<file path="src/rtl/resp_data_serializer_pkg.sv">
// Shared definitions for the SPI response path: frame sizing, FSM states and
// the instruction codes also decoded by the command buffer.
package resp_data_serializer_pkg;

  localparam int unsigned RESP_N_DATA_BYTES = 8;
  localparam int unsigned RESP_FRAME_LEN    = RESP_N_DATA_BYTES + 2;

  typedef enum logic {
    IDLE = 1'b0,
    SEND = 1'b1
  } resp_state_e;

  localparam logic [7:0] INSTR_00 = 8'h00;
  localparam logic [7:0] INSTR_01 = 8'h01;
  localparam logic [7:0] INSTR_02 = 8'h02;
  localparam logic [7:0] INSTR_03 = 8'h03;
  localparam logic [7:0] INSTR_04 = 8'h04;
  localparam logic [7:0] INSTR_05 = 8'h05;
  localparam logic [7:0] INSTR_06 = 8'h06;
  localparam logic [7:0] INSTR_07 = 8'h07;
  localparam logic [7:0] INSTR_08 = 8'h08;
  localparam logic [7:0] INSTR_09 = 8'h09;
  localparam logic [7:0] INSTR_0A = 8'h0A;
  localparam logic [7:0] INSTR_0B = 8'h0B;
  localparam logic [7:0] INSTR_MAX = INSTR_0B;

endpackage

</file>
<file path="src/rtl/resp_data_serializer.sv">
// Frames {instr, payload MSB-first, XOR checksum} and offers it one byte at a
// time to the SPI TX path with a valid/ack handshake.
module resp_data_serializer
  import resp_data_serializer_pkg::*;
#(
  parameter int unsigned N_DATA_BYTES = RESP_N_DATA_BYTES
) (
  input  logic                      sysClk,
  input  logic                      rst,
  input  logic                      load,
  input  logic [7:0]                resp_instr,
  input  logic [8*N_DATA_BYTES-1:0] resp_data,
  input  logic                      abort,
  output logic [7:0]                byte_out,
  output logic                      byte_valid,
  input  logic                      byte_ack,
  output logic                      busy,
  output logic                      done
);

  localparam int unsigned IDX_W  = $clog2(N_DATA_BYTES + 2);
  localparam int unsigned DATA_W = 8 * N_DATA_BYTES;
  localparam logic [IDX_W-1:0] IDX_CHK  = IDX_W'(N_DATA_BYTES);
  localparam logic [IDX_W-1:0] IDX_LAST = IDX_W'(N_DATA_BYTES + 1);

  resp_state_e       state_q, state_d;
  logic [DATA_W-1:0] shift_q, shift_d;
  logic [7:0]        byte_q,  byte_d;
  logic [7:0]        chk_q,   chk_d;
  logic [IDX_W-1:0]  idx_q,   idx_d;
  logic              done_q,  done_d;

  always_comb begin
    state_d = state_q;
    shift_d = shift_q;
    byte_d  = byte_q;
    chk_d   = chk_q;
    idx_d   = idx_q;
    done_d  = 1'b0;
    if (abort) begin
      state_d = IDLE;
      byte_d  = '0;
      chk_d   = '0;
      idx_d   = '0;
    end else begin
      case (state_q)
        IDLE: begin
          if (load) begin
            state_d = SEND;
            shift_d = resp_data;
            byte_d  = resp_instr;
            chk_d   = '0;
            idx_d   = '0;
          end
        end
        SEND: begin
          if (byte_ack) begin
            if (idx_q == IDX_LAST) begin
              state_d = IDLE;
              done_d  = 1'b1;
              chk_d   = '0;
              idx_d   = '0;
            end else begin
              // Accumulate the byte just accepted; the checksum slot sends the running XOR.
              chk_d = chk_q ^ byte_q;
              idx_d = idx_q + 1'b1;
              if (idx_q == IDX_CHK) begin
                byte_d = chk_q ^ byte_q;
              end else begin
                byte_d  = shift_q[DATA_W-1 -: 8];
                shift_d = shift_q << 8;
              end
            end
          end
        end
        default: state_d = IDLE;
      endcase
    end
  end

  always_ff @(posedge sysClk) begin
    if (rst) begin
      state_q <= IDLE;
      shift_q <= '0;
      byte_q  <= '0;
      chk_q   <= '0;
      idx_q   <= '0;
      done_q  <= 1'b0;
    end else begin
      state_q <= state_d;
      shift_q <= shift_d;
      byte_q  <= byte_d;
      chk_q   <= chk_d;
      idx_q   <= idx_d;
      done_q  <= done_d;
    end
  end

  assign byte_out   = byte_q;
  assign byte_valid = (state_q == SEND);
  assign busy       = (state_q == SEND);
  assign done       = done_q;

endmodule
</file>
<file path="config.mk">
export PLATFORM = sky130hd
export DESIGN_NAME = resp_data_serializer
export DESIGN_NICKNAME = d
export VERILOG_FILES = /design/src/rtl/resp_data_serializer_pkg.sv /design/src/rtl/resp_data_serializer.sv
export SDC_FILE = /design/constraint.sdc
export NUM_CORES = 1
export LEC_CHECK = 0
export BUFFER_PORTS_ARGS = -buffer_cell sky130_fd_sc_hd__buf_2
export CAP_MARGIN = 20
export CORE_MARGIN = 2
export CORE_UTILIZATION = 55
export DETAILED_ROUTE_END_ITERATION = 10
export HOLD_SLACK_MARGIN = 0.05
export PLACE_DENSITY = 0.81
export SLEW_MARGIN = 20
export SYNTH_ARGS = -nofsm -noshare
export SYNTH_HDL_FRONTEND = slang
export SYNTH_SLANG_ARGS = --single-unit
export TNS_END_PERCENT = 1
</file>
<file path="constraint.sdc">
create_clock -name sysClk -period 2.66 [get_ports sysClk]
set_input_delay 0.266 -clock sysClk [delete_from_list [all_inputs] [get_ports sysClk]]
set_output_delay 0.266 -clock sysClk [all_outputs]
set_load 0.02 [all_outputs]
</file>
==> key figures <==
Outcome
  • Outcome: finished clean

Yosys
  • #FFs+latches synth: 86
  • Syn avg cell area: 9.777 sq um
  • Synth cell types: 33
  • Mapped Area: 4048 sq um
  • Seq/Total Area, Yosys: 0.4253
  • Syn nets: 491
  • Synth Instances: 414
  • Yosys warnings: 0

Timing
  • Final setup TNS: 0 ps
  • WHS: 132.0 ps
  • Fmax: around 460 MHz
  • Worst Skew: 10.09 ps
  • Final hold viol count: 0
  • Relative slew slack: 0.4214
  • Crit path time final: 2163 ps
  • Fin. max-slew vios: 0
  • RSZ-0062 raised after global routing: false
  • Slew @ Worst Pin: 867.9 ps
  • Tcrit/Tclk final: 0.8130
  • Setup ws final: ~500 ps
  • Final setup viols: 0

Route
  • Routed wire per std cell: approximately 16 um
  • DR iter-0 viols: 171
  • Vias per Instance: 5.922
  • Drt pass-1 iters: 4
  • Final wirelength: 9037 um
  • Met3 Wirelength: between 400 and 500 um
  • Via Count: about 3.4k
  • Met1 wire length: 4146 um
  • Top layer in use: met5
  • Detail Route Antenna Nets: 0
  • DRC violations left: 0
  • Routed wl met2: 4356 um

Critical path
  • Setup Crit Path Kind: flip-flop to flip-flop
  • Crit Path Max Fanout: 63
  • Startpoint Class: flip-flop
  • Critical Path Sink Type: flip-flop
  • Crit path DAT: 2410 ps
  • CP required: between 2000 and 3000 ps

Clock network
  • Post-CTS sizing: 0
  • Post-CTS setup buffers: 0
  • Clock-pin slew on the worst setup and hold paths: 80 ps
  • Root Driver: clkbuf_8
  • CTS tree: built
  • CTS H-tree depth: 3
  • CTS Buf Count: 9
  • Worst-case clock buffer depth: 2
  • Hold_buf cts: 0
  • Worst-skew pair later-pin latency: 350 ps
  • Num Clock Sinks: 86

Cells and area
  • Final Cell Area: roughly 4600 sq um
  • Syn-to-layout area delta: 14.25%
  • NumNets Final: between 500 and 600
  • Layout cells sized above 1: 0.2474
  • Fill cell count: about 610

Die
  • Die extent in x: around 90 um
  • Die H: approximately 90 um
  • DIE AREA: 8061 sq um
  • Core box area: 7176 sq um
  • Top Ports: 88
  • Starting Density: 0.5641
  • Row count: 31

Place
  • Buffers on Ports: 87
  • Area after DPL: 4444 sq um
  • RePlAce Congestion: 0.8327
  • Post-placement setup slack: roughly 480 ps
  • Detailed Place HPWL: about 6000 um

GRT
  • Initial antenna violation count: 1
  • Vias in the first global route: roughly 3.2k
  • Largest net degree at the start of global routing: 64
  • Gr usage total: 0.2242
  • First-pass GRT wire length: ~15000 um
  • Grt ovf: 0

Power and ir drop
  • Clock share of power: 0.318
  • Combinational share of power: 0.145
  • Pwr per Cell Area: 571.6 nW/um^2
  • P_leak: 1.623 nW
  • Net Sw Frac: 0.2704
  • VDD IR max: 0.3437 mV
  • Flop pwr share: 0.537
  • Internal cell power: 0.001929 W
  • NetSw: about 0.00071 W

Run
  • Number of max-cap violations: 0

Worst hold path
  • Hold WC Path Type: input port to flip-flop
## logic make-up (layout without fill, tap and decap cells)
family	after synthesis	after routing	share of synthesized area
other	0	1	0
buffers and inverters	48	111	0.06027
multiplexers	56	56	0.1385
XOR/XNOR	8	8	0.01731
AND/OR/NAND/NOR	44	44	0.06492
AO/OA/AOI/OAI	172	172	0.2937
flip-flops	86	86	0.4253
## flip-flops by register name (all words and copies together) (netlist names)
| signal | count |
|---|---|
| shift_q | 64 |
| byte_out | 8 |
| chk_q | 8 |
| idx_q | 4 |
| busy | 1 |
| done | 1 |
## layout make-up
type	count	area [sq um]	area share
Antenna cell	1	2.502	0.0005411
Clock buffer	13	160.2	0.03463
Clock inverter	3	17.52	0.003788
Inverter	1	5.005	0.001082
Multi-Input combinational cell	280	2090	0.4518
Sequential cell	86	1725	0.3731
Tap cell	99	123.9	0.02679
Timing Repair Buffer	94	500.5	0.1082
## worst paths after layout
path	start	cells past startpoint	endpoint	slack, ps
max	busy$_SDFF_PP0_	5	shift_q[37]$_SDFFE_PP0P_	500
min	resp_data[5]	2	shift_q[5]$_SDFFE_PP0P_	130
max reg2reg	busy$_SDFF_PP0_	5	shift_q[37]$_SDFFE_PP0P_	500
min reg2reg	shift_q[1]$_SDFFE_PP0P_	1	shift_q[1]$_SDFFE_PP0P_	480
## placed cells by master, fill, tap and decap left out, types with 2 or more instances in the layout
master    count
nand2b_1      9
buf_4         6
o21ai_0      10
mux2i_1      56
nand2_1      10
clkbuf_8      9
a311oi_1     64
clkbuf_1      3
or3_1         8
a21oi_1      67
o211ai_1      8
nor3_1        4
nand3_1       4
a31oi_1       9
xnor2_1       8
buf_2        87
nor2_1        2
clkinv_2      3
a22o_1        8
dfxtp_1      85
## cells in the mapped netlist, drive strengths merged
library cell / number / area, sq um
a21oi: 68 / 344.1
a22o: 8 / 70.07
a311oi: 64 / 560.5
a31oi: 9 / 56.30
a41oi: 1 / 8.760
and2: 1 / 6.260
buf: 24 / 152.6
clkbuf: 23 / 87.58
dfxtp: 86 / 1722
inv: 1 / 3.750
mux2i: 56 / 560.5
nand2: 11 / 43.80
nand2b: 9 / 56.30
nand3: 4 / 20.02
nor2: 3 / 13.77
nor3: 4 / 20.02
nor3b: 1 / 12.51
nor4b: 1 / 23.77
nor4bb: 1 / 10.01
o211a: 1 / 10.01
o211ai: 8 / 60.06
o21ai: 12 / 67.57
o221a: 1 / 11.26
or2: 1 / 6.260
or3: 8 / 50.05
xnor2: 8 / 70.07
## power groups by stage
stage                     Sequential, W  Combinational, W  Clock, W
after floorplan                 0.00144          0.000281         0
after global placement          0.00145          0.000370         0
after detailed placement        0.00145          0.000382         0
after CTS                       0.00142          0.000383  0.000859
after global routing            0.00143          0.000427  0.000922
final                           0.00142          0.000383  0.000841
## layer usage
metal | vias to the layer above | GRT usage
li1 | 1749 | -
met2 | 82 | 0.3472
met1 | 1574 | 0.3029
met3 | 10 | 0.05616
met5 | - | 0
met4 | 2 | 0.08718
## stage by stage
stage	power (W)	cells	util
floorplan	0.001716	414	-
global placement	0.001816	560	0.6194
detailed placement	0.001831	560	0.6194
CTS	0.002661	576	0.6441
global route	0.002777	576	0.6441
finish	0.002643	577	0.6445
## worst max-delay path, cell delays in order, from the launching register on
cell,delay [ps]
dfxtp_4,530
nand2_2,300
o21ai_4,260
buf_4,510
a21oi_1,160
a311oi_1,300
No activity file was read; power rests on OpenSTA's default activity.
